<file path="src/rtl/parity_rx.sv">
// Serial frame receiver: deserializes start/data/parity/stop frames sampled on a
// bit strobe, flags parity and framing errors, and counts parity errors.
module parity_rx #(
  parameter int DATA_BITS  = 8,
  parameter int ODD_PARITY = 0,
  parameter int ERR_CNT_W  = 8
) (
  input  logic                 sys_clk,
  input  logic                 sys_rst,
  input  logic                 bit_valid,
  input  logic                 bit_in,
  output logic [DATA_BITS-1:0] data_out,
  output logic                 data_valid,
  output logic                 parity_err,
  output logic                 frame_err,
  output logic [ERR_CNT_W-1:0] err_count,
  output logic                 led
);

  localparam int                   IDX_W    = (DATA_BITS > 1) ? $clog2(DATA_BITS) : 1;
  localparam logic [IDX_W-1:0]     LAST_IDX = IDX_W'(DATA_BITS - 1);
  localparam logic [ERR_CNT_W-1:0] CNT_MAX  = {ERR_CNT_W{1'b1}};

  typedef enum logic [1:0] {IDLE, DATA, PARITY, STOP} state_t;

  state_t               state_r;
  logic [DATA_BITS-1:0] shift_r;
  logic [IDX_W-1:0]     idx_r;
  logic                 par_r;
  logic                 armed_r;
  logic                 stb_s;
  logic                 fail_s;

  function automatic logic parity_bad(input logic [DATA_BITS-1:0] d, input logic p);
    return ((^d) ^ p) != ODD_PARITY[0];
  endfunction

  // armed_r masks the strobe on the first edge after reset release
  always_comb begin
    stb_s  = bit_valid & armed_r;
    fail_s = parity_bad(shift_r, par_r);
  end

  // Frame state machine with registered status outputs
  always_ff @(posedge sys_clk or posedge sys_rst) begin
    if (sys_rst) begin
      state_r    <= IDLE;
      shift_r    <= '0;
      idx_r      <= '0;
      par_r      <= 1'b0;
      armed_r    <= 1'b0;
      data_out   <= '0;
      data_valid <= 1'b0;
      parity_err <= 1'b0;
      frame_err  <= 1'b0;
      err_count  <= '0;
      led        <= 1'b0;
    end else begin
      armed_r    <= 1'b1;
      data_valid <= 1'b0;
      parity_err <= 1'b0;
      frame_err  <= 1'b0;
      if (stb_s) begin
        case (state_r)
          IDLE: begin
            if (!bit_in) begin
              state_r <= DATA;
              idx_r   <= '0;
            end
          end
          DATA: begin
            shift_r[idx_r] <= bit_in;
            idx_r          <= idx_r + IDX_W'(1);
            if (idx_r == LAST_IDX) begin
              state_r <= PARITY;
            end
          end
          PARITY: begin
            par_r   <= bit_in;
            state_r <= STOP;
          end
          STOP: begin
            state_r <= IDLE;
            if (bit_in) begin
              data_out   <= shift_r;
              data_valid <= 1'b1;
              if (fail_s) begin
                parity_err <= 1'b1;
                led        <= 1'b1;
                if (err_count != CNT_MAX) begin
                  err_count <= err_count + ERR_CNT_W'(1);
                end
              end
            end else begin
              frame_err <= 1'b1;
            end
          end
          default: state_r <= IDLE;
        endcase
      end
    end
  end

endmodule

</file>
<file path="config.mk">
export PLATFORM = sky130hd
export DESIGN_NAME = parity_rx
export DESIGN_NICKNAME = d
export VERILOG_FILES = /design/src/rtl/parity_rx.sv
export SDC_FILE = /design/constraint.sdc
export NUM_CORES = 1
export LEC_CHECK = 0
export BUFFER_PORTS_ARGS = -buffer_cell sky130_fd_sc_hd__buf_4
export CAP_MARGIN = 20
export CORE_ASPECT_RATIO = 0.9
export CORE_MARGIN = 10
export CORE_UTILIZATION = 60
export DETAILED_ROUTE_END_ITERATION = 10
export PLACE_DENSITY = 0.83
export SLEW_MARGIN = 5
export SYNTH_ARGS = -nofsm -noshare
export SYNTH_HDL_FRONTEND = slang
export SYNTH_SLANG_ARGS = --single-unit
</file>
<file path="constraint.sdc">
create_clock -name sys_clk -period 5.5 [get_ports sys_clk]
set_input_delay 0.825 -clock sys_clk [delete_from_list [all_inputs] [get_ports sys_clk]]
set_output_delay 0.825 -clock sys_clk [all_outputs]
set_load 0.02 [all_outputs]
</file>
**Word level (Yosys, flattened, before mapping)**

Index checks and enable logic that the tools add are counted.

- Bits in latches: 0
- Output and inout port bits: 20
- Register bits: 35
- Memories kept: 0
- RAM bits: 0
- Memory bits (read-only): 0
- Logic and storage cells: 53

- Div/mod/pow operators: 0
- Order comparisons: 2
- Eq/ne operators: 7
- Shifts and indexed selects: 0
- Bitwise operators: 2
- Reduce and logical (&&, ||, !) cells: 11
- Multiplexer cells: 18
- Add/subtract/negate cells: 2
- Multiply operators: 0

Operator list:

| cell | number |
|---|---|
| $mux W1 | 11 |
| $reduce_and A3 Y1 | 3 |
| $add A8 B1 Y8 const B | 1 |
| $bwmux W8 | 1 |
| $ne A8 B8 Y1 const B | 1 |
| $pmux W2 S4 | 1 |
| $reduce_xor A8 Y1 | 1 |
| $pmux W3 S2 | 1 |
| $reduce_and A5 Y1 | 1 |
| $eq A2 B2 Y1 const B | 2 |
| $lt A3 B4 Y1 const B | 1 |
| $mux W2 | 2 |
| $ne A2 B2 Y1 const B | 2 |
| $reduce_and A2 Y1 | 2 |
| $reduce_and A4 Y1 | 1 |
| $add A3 B1 Y3 const B | 1 |
| $demux W1 S3 | 1 |
| $eq A3 B3 Y1 const B | 1 |
| $ge A3 B1 Y1 const B | 1 |
| $mux W3 | 1 |
| $eq A2 B1 Y1 const B | 1 |
| $logic_not A2 Y1 | 1 |
| $reduce_bool A2 Y1 | 1 |
| $and A1 B1 Y1 | 1 |
| other kinds (2) | 2 |

**Longest topological paths before layout**

Gate-level depths: netlist of the first run.

- Word-level depth: 6
- Mapped depth: 6
- Mapped depth without buffers: 6

**Worst setup path before layout of the first run**

Ideal clock, no wire load.

- Path type: input to register
- From: input port bit_valid
- To: register err_count[6]
- Arrival: 1.773 ns
- Setup time: 0.125 ns
- Stages on the path: 4
- Buffers on the path: 1
- Path slack: 3.603 ns
- Path through: nand4_1 clkbuf_1 nor4_1 mux2_2

- Word-level cells in the longest chain between the ends: 2

Ends and longest elaborated chain:

| element | RTL line | RTL |
|---|---|---|
| start, declared | 10 | `input logic bit_valid,` |
| $and A1 B1 Y1 | 40 | `stb_s = bit_valid & armed_r;` |
| $reduce_and A5 Y1 (no source line) | - |  |
| end signal, assigned | 91 | `err_count <= err_count + ERR_CNT_W'(1);` |
| end, declared | 16 | `output logic [ERR_CNT_W-1:0] err_count,` |

Every way passes these cells.
A chain may end at the register's enable or synchronous reset.

**Worst setup path in the final report of the first run**

- From: input port bit_in
- To: register err_count[1]

- Word-level cells in the longest chain between the ends: 1

Ends and longest elaborated chain:

| element | RTL line | RTL |
|---|---|---|
| start, declared | 11 | `input logic bit_in,` |
| $reduce_and A5 Y1 (no source line) | - |  |

Every way passes these cells.

==> impl_results.md, run 1 <==
* CTS buffer count at 5
* TNS Setup at 0 ps
* Endpoint class of the critical path: flop
* Post-synthesis cell type count at 25
* Ant diodes at 0
* Mean Syn Cell Area at around 11 µm²
* FF-to-FF path depth at 6
* Post-synth top area cell: dfrtp_1
* CTS tree: yes
* Pwr dens at around 570 nW/µm²
* Critical R2R Capture: err_count[1]$_DFFE_PP0P_
* Adder-cell share of the synthesized area at under 10%
* Min-Delay Endpoint: led$_DFFE_PP0P_
* Hold depth at 1
* CTS resizes at 0
* Standard-cell rows at 17
* DRC at 0
* Final GP Congestion at ~0.85
* Global-route wire length before repair at about 5200 µm
* Post-DP HPWL at roughly 2200 µm
* Post-synthesis simple-gate area fraction at 16.89%
* WL final at 2850 µm
* Final setup vio count at 0
* Post-synthesis mux area share at about 8.3%
* Status: complete, no violations
* Synth warn at 0
* R2r setup slk at 3340 ps
* Clk sink count at 35
* FILL cells at 175
* Largest family of logic cells by synthesized area: simple AND/OR/NAND/NOR gates
* Number of setup buffers added after CTS at 0
* ANT nets after route at 0
* Clock-pin slew on the worst setup and hold paths at about 100 ps
* Fin crit period at about 2200 ps
* Post-route clock period utilization at roughly 40%
* Die area at a little over 5000 µm²
* Final Instance Area at 1887 µm²
* Post-Synth XOR/XNOR Area at between 10% and 20%
* Fmax at roughly 450 MHz
* GR Util All Layers at about an eighth
* Max-Cap Viols at 0
* Area Overhead vs Synth at 16.27%
* Die outline height at about 70 µm
* Pleak at between 0.9 and 1 nW
* Syn_nets at 156
* CTS root buf: clkbuf_4
* Routed len/inst at around 14 µm
* Yosys top cell area share at a little over half
* Synthesized flop and latch total at 35
* Drt pass-1 iters at 4
* Worst-path maximum fanout at 12
* Synth Cell Area at around 1600 µm²
* EDFF count, synth at 0
* Nets at 185
* Post-synthesis compound-gate area fraction at between 3 and 4%
* Die X-Extent at approximately 75 µm
* Insertion delay to the later sink of the worst-skew pair at around 330 ps
* RSZ-0062 raised after global routing: no
* Top FF cell, synth: dfrtp_1
* Fin. max-slew vios at 0
* Worst R2R Start: state_r[1]$_DFFE_PP0P_
* Startpoint Class: primary input
* Syn Inst Count at approximately 150
* Fin. Hold Viols at 0
* Hold_sp: led$_DFFE_PP0P_
* Cell count after placement at 195
* Clock Skew at just over 3 ps
* I/O pins at 24
* Synth area leaders: dfrtp_1 54%, mux2_2 8.3%, nand2_1 6.9%, ha_1 5.4%, xnor2_4 3.4%
* H-tree Lvls at 2
* Synth top cells by count: 35 x dfrtp_1, 30 x nand2_1, 12 x mux2_2
* Vias in the first global route at between 1k and 1.5k
* Largest net degree at the start of global routing at 36
* FFs w/ async S/R, synth at 100.0%
* Max clock buf depth at 2
* Final core occ at around three quarters
* Worst vdd ir at about 380 µV
* Hold_buf cts at 0
* Crit path DAT at ~2400 ps
* Required time worst endpoint at 5720 ps
* Total core area at between 2000 and 3000 µm²
* I/O Buffers at 23
* Share of cells above drive strength 1 at a little over a quarter
* Setup CP Type: primary input to flop
* Fin cells at between 200 and 250
* Via count at about 1.1k
* Hold slack at 476.3 ps
* Sequential area share after synthesis at a little over half
* Via density at about 5.4
* Grt ovf at 0
* Dpl cell area at ~1800 µm²
* Hold Path Class: flop to flop
* Starting density of the core at around 65%
* Initial DRC count at between 40 and 50
* Most frequent cell after synthesis: dfrtp_1
* Initial antenna violation count at 0
[routing by layer]
layer	global-route usage, %	share of wire, %
met1	14.93	43
met2	19.57	49
met3	4.993	6.5
met4	4.583	1.4
met5	0	0
[metrics by stage]
| stage | setup slack [ps] | power [mW] |
|---|---|---|
| floorplan | 3603 | 0.8090 |
| global placement | 3002 | 0.9222 |
| detailed placement | 2951 | 0.9467 |
| CTS | 3316 | 1.085 |
| global route | 3073 | 1.155 |
| finish | 3300 | 1.072 |
[worst max-delay path by stage]
stage | from | to
after global routing | state_r[1]$_DFFE_PP0P_ | err_count[7]$_DFFE_PP0P_
final | bit_in | err_count[1]$_DFFE_PP0P_
after detailed placement | bit_in | err_count[1]$_DFFE_PP0P_
after floorplan | bit_valid | err_count[6]$_DFFE_PP0P_
after global placement | bit_in | err_count[1]$_DFFE_PP0P_
after CTS | bit_in | err_count[7]$_DFFE_PP0P_
[power breakdown]
group / switching [mW] / internal (mW) / total (mW)
Sequential: 0.0753 / 0.337 / 0.412
Combinational: 0.263 / 0.260 / 0.523
Clock: 0.0780 / 0.0592 / 0.137
[critical path: stages]
cell	delay, ps
buf_4	140
nand4_1	390
clkinv_1	320
o21ai_1	200
nor2_1	200
mux2_2	350
[area by class of cell]
cell class	instances	area (µm²)	area share [%]
flip-flops and latches	35	875.8	46.42
multi-input cells	102	716.9	38.00
repair buffers	24	180.2	9.549
clock buffers	6	51.30	2.719
well taps	28	35.03	1.857
inverters	6	22.52	1.194
clock inverters	1	5.005	0.2653
[kinds of logic after synthesis]
kind of cell	after synthesis
muxes	12
adders and majority gates	7
xor gates and xnor gates	13
AOI/OAI and AO/OA	8
other	1
buffers and inverters	8
and+or+nand+nor	61
DFF	35
[flip-flops by register name, summed over array words and instances (netlist names), 2 cells and up]
signal     flops
state_r        2
idx_r          3
data_out       8
err_count      8
shift_r        8
[cells in the final DEF, fill, tap and decap left out]
cell type and n:
dfrtp_1 35, nand2_1 30, buf_4 24, mux2_2 12
nor2_1 8, ha_1 7, nor3_1 6, xor2_1 6
nand3_1 5, inv_1 5, clkbuf_4 5, xnor2_1 4
nand2b_1 3, nand4_1 3, nor4_1 3, o21ai_0 3
xnor2_4 2, a21oi_1 2, a32o_1 2, xnor3_2 1
clkinv_1 1, o21ai_1 1, nor3b_1 1, or2_2 1
or3_1 1, conb_1 1, clkinv_2 1, clkbuf_8 1
(Power assumes the default switching activity.)
==> run 2, diff against run 1 <==
--- a/config.mk
+++ b/config.mk
@@ -9,9 +9,9 @@
 export CAP_MARGIN = 20
 export CORE_ASPECT_RATIO = 0.9
 export CORE_MARGIN = 10
-export CORE_UTILIZATION = 60
+export CORE_UTILIZATION = 55
 export DETAILED_ROUTE_END_ITERATION = 10
-export PLACE_DENSITY = 0.83
+export PLACE_DENSITY = 0.77
 export SLEW_MARGIN = 5
 export SYNTH_ARGS = -nofsm -noshare
 export SYNTH_HDL_FRONTEND = slang
==> constraint.sdc (replaced) <==
create_clock -name sys_clk -period 2.1 [get_ports sys_clk]
set_input_delay 0.315 -clock sys_clk [delete_from_list [all_inputs] [get_ports sys_clk]]
set_output_delay 0.315 -clock sys_clk [all_outputs]
set_load 0.02 [all_outputs]
==> run 2 against run 1 <==
  * Core utilization is 5.1 points lower
  * Clock-buffer cell count stayed put
  * Cell area is 3.6% higher
  * Sequential cell count stayed put
  * Non-clock buffer count is 2 higher
  * Critical endpoint unchanged
  * Highest routed layer unchanged
==> impl_results.md, run 2 (synthesized netlist as in run 1, its figures left out) <==
* Worst vdd ir at approximately 1000 µV
* Most frequent cells in the layout: 35 x dfrtp_1, 30 x nand2_1, 26 x buf_4
* Insertion delay to the later sink of the worst-skew pair at between 300 and 400 ps
* RSZ-0062 raised after global routing: no
* Via count at 1133
* CTS buffer count at 5
* Vias in the first global route at ~1.2k
* Delay-heaviest family, CP: XOR/XNOR gates
* Max-Cap Viols at 0
* Hold slack at about 63 ps
* Hold Path Class: primary input to async pin
* CP Cell Sequence: xnor2_1 > xnor3_2 > xnor2_4 > nor2_1 > mux2_2
* ANT nets after route at 0
* Initial DRC count at 89
* Final core occ at a little over two thirds
* Routed len/inst at between 10 and 15 µm
* CTS root buf: clkbuf_4
* Final setup vio count at 0
* GR Util All Layers at a little under an eighth
* WL final at 3077 µm
* Max clock buf depth at 2
* Initial antenna violation count at 0
* DRC at 0
* TNS Setup at 0 ps
* Drt pass-1 iters at 5
* Ant diodes at 0
* Area Overhead vs Synth at 20.51%
* WP depth at 5
* Worst-path maximum fanout at 8
* Post-route clock period utilization at between 90 and 100%
* Pleak at 0.9886 nW
* I/O pins at 24
* Largest net degree at the start of global routing at 36
* Clk sink count at 35
* Fin crit period at between 1500 and 2000 ps
* Fmax at slightly above 500 MHz
* Global-route wire length before repair at roughly 5400 µm
* Crit path DAT at 2200 ps
* Fin. max-slew vios at 0
* Die area at about 5500 µm²
* Fin. Hold Viols at 0
* Die outline height at just over 70 µm
* CP Buf/Inv Count at 0
* Clock Skew at 7.049 ps
* CTS tree: yes
* Required time worst endpoint at 2340 ps
* Endpoint class of the critical path: flop
* Setup CP Type: flop to flop
* Startpoint Class: flop
* Nets at 187
* Post-DP HPWL at approximately 2200 µm
* Grt ovf at 0
* Pwr dens at 1522 nW/µm²
* Slowest cell on crit path: xnor3_2
* Starting density of the core at 58.11%
* Status: complete, no violations
* Most common cell after layout, fill and taps aside: dfrtp_1
* Standard-cell rows at 18
* FF-to-FF path depth at 5
* Die X-Extent at around 77 µm
* Total core area at around 2800 µm²
* Clock-pin slew on the worst setup and hold paths at 110 ps
* Max stage delay on crit path at roughly 500 ps
* Regs by FF count: data_out: 8 flops, err_count: 8 flops, shift_r: 8 flops
* I/O Buffers at 23
* Share of cells above drive strength 1 at 29.38%
* Via density at about 5.2
* H-tree Lvls at 2
* Final GP Congestion at 0.7941
* Hold_buf cts at 0
[run 2: cell count changes in the layout (fill, tap and decap cells not counted)]
cell and change:
bufinv_16 +1, nor4_2 +1, ha_1 -1, ha_2 +1, nor4_1 -1, buf_4 +2
[run 2: worst reg2reg max path: cells and delay by family, from the launching register on]
kind / cells / cell delay, ps
xor gates and xnor gates: 3 / 870
DFF: 1 / 430
muxes: 1 / 350
and+or+nand+nor: 1 / 220
[run 2: layer usage]
layer	vias to the layer above	global-route usage (%)	wire, µm
li1	547	-	-
met1	554	13.25	1336
met2	30	19.94	1530
met3	2	4.988	196
met4	0	3.239	14
met5	-	0	0
[run 2: area by class of cell]
cell class              instances  area [µm²]
clock buffers                   6       51.30
multi-input cells             102       725.7
well taps                      40       50.05
repair buffers                 26       195.2
fillers                       231       837.1
flip-flops and latches         35       875.8
clock inverters                 2       35.03
inverters                       6       22.52
[run 2: path summary, 6_finish.rpt]
kind,startpoint,to,slack [ps]
setup / recovery,shift_r[2]$_DFFE_PP0P_,err_count[1]$_DFFE_PP0P_,140
hold / removal,sys_rst,err_count[0]$_DFFE_PP0P_,60
setup reg to reg,shift_r[2]$_DFFE_PP0P_,err_count[1]$_DFFE_PP0P_,140
hold reg to reg,led$_DFFE_PP0P_,led$_DFFE_PP0P_,480
max in group asynchronous,sys_rst,data_out[3]$_DFFE_PP0P_,1730
min in group sys_clk,bit_in,frame_err$_DFF_PP0_,220
[run 2: what timing repair did]
item,CTS,global route
buffers inserted,0,0
endpoints found under the setup margin,0,2
resized for setup,0,2
[run 2: per-stage QoR]
step	cell area, µm²	power (mW)	setup WS, ps	instances
CTS	1947	2.980	75.24	217
floorplan	1623	2.119	249.3	145
finish	1956	2.976	139.4	217
detailed placement	1861	2.463	117.5	209
global placement	1861	2.394	193.9	209
global route	1956	3.167	19.84	217
[run 2: report_power, final]
part / switching (mW) / leakage, nW / internal [mW]
sequential: 0.200 / 0.460 / 0.882
combinational: 0.702 / 0.480 / 0.686
clock: 0.224 / 0.0482 / 0.281
total: 1.13 / 0.989 / 1.85
